[src/rtl/bus_hold_arbiter_pkg.sv]
// Shared types and helpers for the Z80 bus-hold arbiter.
// The watchdog build option is ARB_TIMEOUT_EN (see bus_hold_arbiter.sv).
package bus_hold_arbiter_pkg;

  typedef enum logic [2:0] {
    IDLE,
    BUSREQ,
    SETTLE,
    GRANT,
    RELEASE,
    UNHOLD
  } arb_state_t;

  localparam int GUARD_DEF      = 2;
  localparam int MAX_TENURE_DEF = 255;

  // Rotate-priority search: first set bit upward from (last+1) mod nreq.
  // Returns {found, index}; the caller expands the index to one-hot.
  function automatic logic [2:0] rr_first(input logic [3:0]  req,
                                          input logic [1:0]  last,
                                          input int unsigned nreq);
    logic [2:0] pick;
    logic [1:0] idx;
    pick = 3'b000;
    for (int unsigned k = 1; k <= 4; k++) begin
      idx = 2'((32'(last) + k) % nreq);
      if (k <= nreq && !pick[2] && req[idx]) pick = {1'b1, idx};
    end
    return pick;
  endfunction

endpackage

[src/rtl/bus_hold_arbiter_rr_pick.sv]
// Combinational round-robin winner selection (req, last_grant -> one-hot winner).
module rr_pick
  import bus_hold_arbiter_pkg::*;
#(
  parameter int NREQ = 2
) (
  input  logic [NREQ-1:0] req,
  input  logic [1:0]      last_grant,
  output logic [NREQ-1:0] winner,
  output logic [1:0]      winner_idx,
  output logic            found
);

  logic [3:0] req4;
  logic [2:0] pick;

  assign req4       = 4'(req);
  assign pick       = rr_first(req4, last_grant, NREQ);
  assign found      = pick[2];
  assign winner_idx = pick[1:0];
  assign winner     = found ? (NREQ'(1) << pick[1:0]) : '0;

endmodule

[src/rtl/bus_hold_arbiter.sv]
// Z80 BUSRQ/BUSAK handshake, control-bus mux select and round-robin grant.
// Optional tenure watchdog enabled by defining ARB_TIMEOUT_EN.
module bus_hold_arbiter
  import bus_hold_arbiter_pkg::*;
#(
  parameter int NREQ       = 2,
  parameter int GUARD      = GUARD_DEF,
  parameter int MAX_TENURE = MAX_TENURE_DEF
) (
  input  logic            clk,
  input  logic            reset,
  input  logic [NREQ-1:0] req,
  input  logic            busak_n,
  output logic            busrq_n,
  output logic            ctl_select,
  output logic [NREQ-1:0] grant,
  output logic            timeout
);

  if (NREQ < 1 || NREQ > 4 || GUARD < 1 || GUARD > 15 ||
      MAX_TENURE < 1 || MAX_TENURE > 255) begin : g_param_check
    $error("bus_hold_arbiter: parameter out of range");
  end

  arb_state_t      state, state_nx;
  logic [3:0]      cnt, cnt_nx;
  logic [1:0]      owner, owner_nx;
  logic [1:0]      last_grant, last_nx;
  logic [NREQ-1:0] grant_nx;
  logic            busrq_nx, ctl_nx;
  logic            busak_p0, busak_p1;
  logic            ack;
  logic [NREQ-1:0] req_eff;
  logic [NREQ-1:0] winner;
  logic [1:0]      winner_idx;
  logic            found;
  logic            guard_done;

`ifdef ARB_TIMEOUT_EN
  logic [7:0]      tenure, tenure_nx;
  logic            timeout_nx;
  logic [NREQ-1:0] blocked, blocked_nx;

  // A revoked requester stays masked until its req has been seen low.
  assign req_eff = req & ~blocked;
`else
  assign req_eff = req;
  assign timeout = 1'b0;
`endif

  assign ack        = ~busak_p1;
  assign guard_done = (cnt == 4'(GUARD - 1));

  rr_pick #(.NREQ(NREQ)) u_rr_pick (
    .req        (req_eff),
    .last_grant (last_grant),
    .winner     (winner),
    .winner_idx (winner_idx),
    .found      (found)
  );

  always_comb begin
    state_nx = state;
    cnt_nx   = cnt;
    owner_nx = owner;
    last_nx  = last_grant;
    grant_nx = grant;
`ifdef ARB_TIMEOUT_EN
    tenure_nx  = tenure;
    timeout_nx = 1'b0;
    blocked_nx = blocked & req;
`endif
    case (state)
      IDLE: begin
        grant_nx = '0;
        if (|req_eff) state_nx = BUSREQ;
      end
      BUSREQ: begin
        if (ack) begin
          state_nx = SETTLE;
          cnt_nx   = '0;
        end else if (!(|req_eff)) begin
          state_nx = UNHOLD;
        end
      end
      SETTLE: begin
        if (!ack) begin
          state_nx = UNHOLD;
          grant_nx = '0;
        end else if (guard_done) begin
          cnt_nx = '0;
          if (found) begin
            state_nx = GRANT;
            grant_nx = winner;
            owner_nx = winner_idx;
`ifdef ARB_TIMEOUT_EN
            tenure_nx = '0;
`endif
          end else begin
            state_nx = RELEASE;
          end
        end else begin
          cnt_nx = cnt + 4'd1;
        end
      end
      GRANT: begin
        // Only the owner's own request matters; others never preempt.
        if (!ack) begin
          state_nx = UNHOLD;
          grant_nx = '0;
        end else if (!(|(req & grant))) begin
          state_nx = RELEASE;
          grant_nx = '0;
          last_nx  = owner;
          cnt_nx   = '0;
        end
`ifdef ARB_TIMEOUT_EN
        else if (tenure == 8'(MAX_TENURE - 1)) begin
          state_nx   = RELEASE;
          grant_nx   = '0;
          last_nx    = owner;
          cnt_nx     = '0;
          timeout_nx = 1'b1;
          blocked_nx = blocked_nx | grant;
        end else begin
          tenure_nx = tenure + 8'd1;
        end
`endif
      end
      RELEASE: begin
        grant_nx = '0;
        if (!ack) begin
          state_nx = UNHOLD;
        end else if (guard_done) begin
          cnt_nx   = '0;
          state_nx = (|req_eff) ? SETTLE : UNHOLD;
        end else begin
          cnt_nx = cnt + 4'd1;
        end
      end
      UNHOLD: begin
        grant_nx = '0;
        if (!ack) state_nx = IDLE;
      end
      default: begin
        state_nx = IDLE;
        grant_nx = '0;
      end
    endcase

    // Outputs are registered, so they are decoded from the next state.
    busrq_nx = (state_nx == IDLE) || (state_nx == UNHOLD);
    ctl_nx   = (state_nx == SETTLE) || (state_nx == GRANT) || (state_nx == RELEASE);
  end

  always_ff @(posedge clk) begin
    if (reset) begin
      busak_p0   <= 1'b1;
      busak_p1   <= 1'b1;
      state      <= IDLE;
      cnt        <= '0;
      owner      <= '0;
      last_grant <= 2'(NREQ - 1);
      busrq_n    <= 1'b1;
      ctl_select <= 1'b0;
      grant      <= '0;
    end else begin
      busak_p0   <= busak_n;
      busak_p1   <= busak_p0;
      state      <= state_nx;
      cnt        <= cnt_nx;
      owner      <= owner_nx;
      last_grant <= last_nx;
      busrq_n    <= busrq_nx;
      ctl_select <= ctl_nx;
      grant      <= grant_nx;
    end
  end

`ifdef ARB_TIMEOUT_EN
  always_ff @(posedge clk) begin
    if (reset) begin
      tenure  <= '0;
      timeout <= 1'b0;
      blocked <= '0;
    end else begin
      tenure  <= tenure_nx;
      timeout <= timeout_nx;
      blocked <= blocked_nx;
    end
  end
`endif

endmodule

[config.mk]
export PLATFORM = sky130hd
export DESIGN_NAME = bus_hold_arbiter
export DESIGN_NICKNAME = d
export VERILOG_FILES = /design/src/rtl/bus_hold_arbiter_pkg.sv /design/src/rtl/bus_hold_arbiter_rr_pick.sv /design/src/rtl/bus_hold_arbiter.sv
export SDC_FILE = /design/constraint.sdc
export NUM_CORES = 1
export LEC_CHECK = 0
export ABC_AREA = 1
export CORE_ASPECT_RATIO = 1.2
export CORE_MARGIN = 3
export CORE_UTILIZATION = 45
export DETAILED_ROUTE_END_ITERATION = 10
export GPL_ROUTABILITY_DRIVEN = 1
export HOLD_SLACK_MARGIN = 0.12
export PLACE_DENSITY = 0.66
export SLEW_MARGIN = 20
export SYNTH_ARGS = -nofsm -noshare
export SYNTH_HDL_FRONTEND = slang
export SYNTH_SLANG_ARGS = --single-unit
[constraint.sdc]
create_clock -name clk -period 4.1 [get_ports clk]
set_input_delay 0.82 -clock clk [delete_from_list [all_inputs] [get_ports clk]]
set_output_delay 0.82 -clock clk [all_outputs]
set_load 0.01 [all_outputs]
; Word level (Yosys, flattened, before mapping)
; Index checks and enable logic that the tools add are counted.
[word_totals]
input_bits = 5
wordCells = 82
register_bits = 15
[op_classes]
n_mux = 31
eq_ne = 17
bitwise_logic = 4
n_lt_le_gt_ge = 2
n_reduce_logical = 15
shift = 1
addsub = 3
[op_table]
columns = op, count
row1 = 3-bit two-way mux, 14
row2 = 4-bit two-way mux, 5
row3 = 3-bit case mux with 6 select lines, 1
row4 = 3-bit by 2-bit equality test with 1-bit output (second input constant), 4
row5 = 3-bit equality test (second input constant), 4
row6 = 4-bit case mux with 3 select lines, 1
row7 = 2-bit two-way mux, 5
row8 = 2-bit != test (second input constant), 4
row9 = 4-bit AND reduction, 2
row10 = 3-bit logical NOT, 2
row11 = 1-bit by 3-bit less-than comparator with 1-bit output (second input constant), 2
row12 = 3-bit != test (second input constant), 2
row13 = 2-bit case mux with 3 select lines, 1
row14 = 2-bit OR reduction, 3
row15 = 5-bit AND reduction, 1
row16 = 4-bit by 1-bit adder with 4-bit output (second input constant), 1
row17 = 4-bit by 1-bit equality test with 1-bit output (second input constant), 1
row18 = 1-bit two-way mux, 4
row19 = 3-bit by 1-bit equality test with 1-bit output (second input constant), 1
row20 = 1-bit logical OR, 3
row21 = 3-bit by 2-bit != test with 1-bit output (second input constant), 1
row22 = 1-bit inverter, 3
row23 = 3-bit AND reduction, 1
row24 = 3-bit nonzero test, 1
row25 = other kinds (5), 6

; Depth between registers and ports, before layout
; Gate-level depths: netlist of run 1.
[depth]
ltp_word = 14
mapped_depth = 10

; Modules after synthesis
; From an unflattened synthesis of run 1, not the netlist that was laid out.
[hier_totals]
hier_cells = 164
area_unflattened_um2 = 1049.8
[by_module_without_submodules]
columns = module, seq_area_each_um2, area_each_um2, cells_per_inst, n_inst
row1 = bus_hold_arbiter, 340.3, 1008.5, 155, 1
row2 = rr_pick, 0.0, 41.3, 9, 1

; Worst setup path after synthesis of run 1
; OpenSTA, ideal clock, no wires.
[synth_timing]
path_type = input -> register
start = in req[1]
end = reg busrq_n
arrival_ns = 1.544
setup_time_ns = 0.122
required_ns = 3.978
path_stages = 8
path_slack_ns = 2.434
path_cell_list = nand2_1 -> nand2_1 -> nand2_1 -> o21ai_0 -> nor2_1 -> nand3_1 -> nand3_1 -> nand3_1
[synth_between]
elab_chain_cells = 12
elab_cells_between_ends = 26
classes_between = 1 x eq/ne / 18 x mux / 1 x bitwise / 6 x reduce/logical
[synth_rtl]
columns = item, line_no
row1 = start: declaration, bus_hold_arbiter.sv:12  ; input logic [NREQ-1:0] req,
row2 = 1-bit two-way mux (not written as such) (2 in a row), bus_hold_arbiter_pkg.sv:27  ; if (k <= nreq && !pick[2] && req[idx]) pick = {1'b1, idx};
row3 = 3-bit two-way mux, bus_hold_arbiter_pkg.sv:27
row4 = 1-bit logical NOT, bus_hold_arbiter_pkg.sv:27
row5 = 1-bit logical AND, bus_hold_arbiter_pkg.sv:27
row6 = 3-bit two-way mux, bus_hold_arbiter_pkg.sv:27
row7 = 3-bit two-way mux, bus_hold_arbiter.sv:92  ; if (found) begin
row8 = 3-bit two-way mux, bus_hold_arbiter.sv:90  ; end else if (guard_done) begin
row9 = 3-bit two-way mux, bus_hold_arbiter.sv:87  ; if (!ack) begin
row10 = 3-bit case mux with 6 select lines *, bus_hold_arbiter.sv:73  ; case (state)
row11 = 3-bit equality test / 3-bit logical NOT (equally long branches), bus_hold_arbiter.sv:152  ; busrq_nx = (state_nx == IDLE) || (state_nx == UNHOLD);
row12 = 1-bit logical OR *, bus_hold_arbiter.sv:152
row13 = end signal: assignment, bus_hold_arbiter.sv:174  ; busrq_n <= busrq_nx;
row14 = end: declaration, bus_hold_arbiter.sv:14  ; output logic busrq_n,
; Mark *: on every way between the ends. The rest lies on a longest branch, timed or not. The select of a mux whose other input is x is not followed.
; A chain may end at the register's enable or synchronous reset.

; Worst setup path after layout of run 1
[layout_timing]
start = in req[0]
end = reg busrq_n
; The elaborated chain is that of the path after synthesis.

==> flow_metrics.tcl, run 1 <==
set metrics [dict create \
    status "complete, no violations" \
    hold_viol_final 0 \
    grt_pass1_vias 779 \
    p_comb_share_pct 21.3 \
    cp_slowest_cell "clkdlybuf4s50_1" \
    rows 16 \
    holdBufCountCts 0 \
    fp.dieW_um 46.5 \
    start_kind "primary input" \
    end_kind "flip-flop" \
    synth_cell_types 23 \
    cp_num_cells 9 \
    worstSetupPathType "in -> reg" \
    yosysWarningCount 0 \
    ant_nets 0 \
    setup_viol 0 \
    cts_setup_buffers 0 \
    drv_cap 0 \
    htree_levels 1 \
    stdcell_area_mm2 0.00101 \
    globalplace.congestion 0.784 \
    cp_data_arrival_time_ns 2.22 \
    die_area_mm2 0.00254 \
    synth.most_common_cell "nand2_1" \
    cts_tree "yes" \
    ys_ff_latch 15 \
    period_needed_ns 2.06 \
    grt_start_max_net_pins 10 \
    holdPathStages 1 \
    p_leak_nw 0.506 \
    place_area_um2 980 \
    path_clk_slew_ns 0.09 \
    io_pins 10 \
    drt-initial-drc-count 28 \
    p_int_w 0.000219 \
    slowest_delay_ns 0.45 \
    hp-class "reg -> reg" \
    clock_path_buffers 2 \
    reg2reg_depth 9 \
    synth_nets 146 \
    clock-sinks 15 \
    seq_area_frac_synth_pct 33.9 \
    crit_family "simple AND/OR/NAND/NOR gates" \
    finalCritPeriodShare_pct 50.2 \
    synth_top_cell_by_area "dfxtp_1" \
    switching_share_pct 29.3 \
    p_sw_w 0.0000911 \
    n_antenna_cell 0 \
    vias 864 \
    layout-drive-gt1-share_pct 8.00 \
    pwr_density_cell_mw_per_mm2 309 \
    crit_path_cell_trace "clkdlybuf4s50_1 > nand2_1 > nand2_1 > nand2_1 > o21ai_0 > nor2_1 > nand3_1 > nand3_1 > nand3_1" \
    syn_area_um2 885 \
    syn_inst 139 \
    synth_edf_count 0 \
    path_buf_inv 1 \
    setup-tns-final_ns 0 \
    wl_per_cell_um 10.8 \
    seq_power_share_pct 51.9 \
    worstPathMaxFanout 5 \
    synthFlopType "dfxtp_1" \
    die_h_um 54.6 \
    slew_violations 0 \
    portBuffers 8 \
    grt_setup_unrepaired "false" \
    synthTopCellsByCount "nand2_1, nand3_1, inv_1, nor2_1, dfxtp_1" \
    nNetsFinal 158 \
    finalClockSkew_ns 0.00637 \
    hpwl_um 1460 \
    antenna_found_initial 0 \
    root_buffer "clkbuf_4" \
    async_flop_share_pct 0 \
    syn_avg_cell_area_um2 6.36 \
    cts_resized 0 \
    clk_latency_ns 0.28 \
    cts_buffers 3 \
    totalWireLength_um 1810 \
    initial_core_util_pct 50.8 \
    areaGrowthSynthToFinish_pct 13.7 \
    ys_top_cells_by_area "dfxtp_1, nand2_1, nand3_1" \
    grt_pass1_wl_um 3230 \
    ir_worst_vdd_uv 189 \
    clockPowerShare_pct 26.8 \
    drt-pass1-iter-count 4 \
    fmax_mhz 486 \
    grt-ovfl-total 0 \
    cp.required_ns 4.27 \
    grt_use_total_pct 17.7 \
    core_area_mm2 0.00174 \
    drc 0 \
    netlist.area_leader.share_pct 33.9 \
    vias_per_cell 5.14 \
]
## layer usage
layer | vias to the layer above | share of wire (%) | routed length [um] | GRT usage, %
met3 | 7 | 4.5 | 81 | 3.95
met5 | - | 0 | 0 | 0
met1 | 374 | 49 | 882 | 22.8
li1 | 463 | - | - | -
met2 | 20 | 44 | 792 | 26.8
met4 | 0 | 2.8 | 50 | 9.48
## cells by family (layout without fill, tap and decap cells)
logic type	Yosys count	after routing	synth area share (%)
flip-flops	15	15	33.9
buffers and inverters	24	35	10.6
other	1	1	0.424
adder cells (fa/ha/maj)	2	2	2.83
XOR/XNOR	1	1	0.990
AO/OA/AOI/OAI	15	15	9.48
AND/OR/NAND/NOR	81	81	41.7
## state kept, by name, summed over array words and instances, names as in the netlist
name and count:
state 3, busak_p0 1, cnt 4, busrq_n 1, busak_p1 1, owner 1
ctl_select 1, grant 2, last_grant 1
## final timing paths
check	to	slack [ns]	from
hold / removal	busak_p1	0.42	busak_p0
hold reg to reg	busak_p1	0.42	busak_p0
setup / recovery	busrq_n	2.04	req[0]
setup reg to reg	busrq_n	2.55	state[0]
## cell type report
| class | instances | area [um2] |
|---|---|---|
| Clock buffer | 4 | 26.3 |
| Fill cell | 178 | 736 |
| Inverter | 23 | 86.3 |
| Multi-Input combinational cell | 100 | 490 |
| Sequential cell | 15 | 300 |
| Tap cell | 18 | 22.5 |
| Timing Repair Buffer | 8 | 80.1 |
## power groups by stage
stage               combinational [W]  sequential [W]  clock (W)
floorplan                   0.0000435        0.000165          0
global placement            0.0000656        0.000164          0
detailed placement          0.0000664        0.000165          0
CTS                         0.0000666        0.000161  0.0000870
global route                0.0000762        0.000163  0.0000929
finish                      0.0000661        0.000161  0.0000832
## stage by stage
| step | util (%) | total power [W] | worst slack [ns] | hold WS, ns | instances |
|---|---|---|---|---|---|
| after CTS | 57.8 | 0.000315 | 2.06 | 0.420 | 168 |
| after detailed placement | 56.3 | 0.000231 | 1.77 | 0.399 | 164 |
| after global placement | 56.3 | 0.000230 | 1.79 | 0.393 | 164 |
| after global routing | 57.8 | 0.000332 | 1.89 | 0.425 | 168 |
| final | 57.8 | 0.000311 | 2.04 | 0.415 | 168 |
| after floorplan | - | 0.000209 | 2.43 | 0.389 | 139 |
## cells in the final DEF, fill, tap and decap left out, types with 2 or more instances in the layout
cell             synthesis  final
clkdlybuf4s50_1          0      8
o21ai_0                  4      4
inv_2                    3      3
a21oi_1                  7      7
clkbuf_4                 0      3
or2_2                    2      2
nor2_1                  17     17
dfxtp_1                 15     15
inv_1                   20     20
ha_1                     2      2
nand3_1                 23     23
nand2_1                 31     31
nor3_1                   3      3
No activity file was read; power rests on OpenSTA's default activity.
==> run 2, diff against run 1 <==
Clock period 4.1 ns to 1.9 ns, I/O delays scaled along.
==> run 2 against run 1 <==
Sequential power increased by 120%. Core utilization increased by 0.43 points. Clock power increased by 120%. Largest cell class unchanged.
==> flow_metrics.tcl, run 2 (synthesis results as in run 1) <==
set metrics [dict create \
    vias_per_cell 5.04 \
    wl_met3_um 55 \
    vias 851 \
    htree_levels 1 \
    worstPathMaxFanout 3 \
    cts_tree "yes" \
    layout.cells.non_filler 169 \
    grt-ovfl-total 0 \
    final_cell_mix "nand2_1, nand3_1, inv_1, nor2_1, dfxtp_1" \
    ant_nets 0 \
    ir_worst_vdd_uv 482 \
    cts_resized 0 \
    worstSetupPathType "reg -> out" \
    slew_violations 0 \
    hp-class "reg -> reg" \
    core_area_mm2 0.00174 \
    die_h_um 54.6 \
    antenna_found_initial 0 \
    cp_data_arrival_time_ns 1.20 \
    drc 0 \
    pwr_density_cell_mw_per_mm2 666 \
    grt_start_max_net_pins 10 \
    grt_pass1_vias 806 \
    totalWireLength_um 1830 \
    holdBufCountCts 0 \
    globalplace.congestion 0.798 \
    grt_setup_unrepaired "false" \
    fp.dieW_um 46.5 \
    hold_viol_final 0 \
    drt-pass1-iter-count 4 \
    n_antenna_cell 0 \
    end_kind "output pin" \
    nFillCells 174 \
    drt-initial-drc-count 17 \
    grt_pass1_wl_um 3350 \
    io_pins 10 \
    dp_cells 165 \
    largest_register_ffs 4 \
    grt_use_total_pct 18.2 \
    path_buf_inv 1 \
    cp.required_ns 1.52 \
    initial_core_util_pct 50.8 \
    portBuffers 8 \
    setup-tns-final_ns 0 \
    path_clk_slew_ns 0.09 \
    top_layer "met3" \
    layout-drive-gt1-share_pct 8.61 \
    slowest_delay_ns 0.55 \
    setup_viol 0 \
    fmax_mhz 634 \
    clock_path_buffers 2 \
    cts_buffers 3 \
    wl_met2_um 868 \
    start_kind "flip-flop" \
    finalPower_w 0.000675 \
    mostFrequentLayoutCell "nand2_1" \
    nNetsFinal 159 \
    root_buffer "clkbuf_4" \
    cp_slowest_cell "clkdlybuf4s50_1" \
    areaGrowthSynthToFinish_pct 14.6 \
    clk_latency_ns 0.28 \
    status "complete, no violations" \
    crit_family "buffers and inverters" \
    wl_per_cell_um 10.8 \
    drv_cap 0 \
    rows 16 \
    top_register "cnt" \
    hpwl_um 1490 \
    cts_setup_buffers 0 \
    reg_top3 "cnt (4), state (3), grant (2)" \
    finalCritPeriodShare_pct 83.1 \
    crit_path_cell_trace "clkdlybuf4s50_1" \
    finalClockSkew_ns 0.00571 \
    die_area_mm2 0.00254 \
    clock-sinks 15 \
    period_needed_ns 1.58 \
    met1_length_um 908 \
    p_leak_nw 0.511 \
]
run 2: cell count changes in the layout (fill, tap and decap cells not counted):
cell   previous run  this run
buf_4             0         1
run 2: layout make-up:
cell class	instances	area, um2	share of cell area (%)
Multi-Input combinational cell	100	490	48.4
Sequential cell	15	300	29.6
Timing Repair Buffer	9	87.6	8.64
Inverter	23	86.3	8.52
Clock buffer	4	26.3	2.59
Tap cell	18	22.5	2.22
run 2: power breakdown:
group	internal, W	switching [W]
Combinational	0.0000611	0.0000835
Sequential	0.000332	0.0000158
Clock	0.0000814	0.000101
Total	0.000475	0.000201
run 2: through the flow:
step                hold WS [ns]  utilization [%]  cell area [um2]  setup WS (ns)
global placement           0.393             56.7              987         0.0290
floorplan                  0.389                -              885          0.627
finish                     0.415             58.2             1010          0.322
CTS                        0.418             58.2             1010          0.310
detailed placement         0.396             56.7              987         0.0248
global route               0.446             58.2             1010          0.161
run 2: final timing paths:
check,start,end,slack [ns],depth (start not counted)
setup reg to reg,state[1],busrq_n,0.39,9
setup / recovery,grant[0],grant[0],0.32,1
hold / removal,busak_p0,busak_p1,0.41,1
hold reg to reg,busak_p0,busak_p1,0.41,1
run 2: per-layer routing:
layer,GRT usage (%),vias up
met5,0,-
met4,5.69,0
met3,2.96,0
met2,30.0,8
met1,23.8,374
li1,-,469
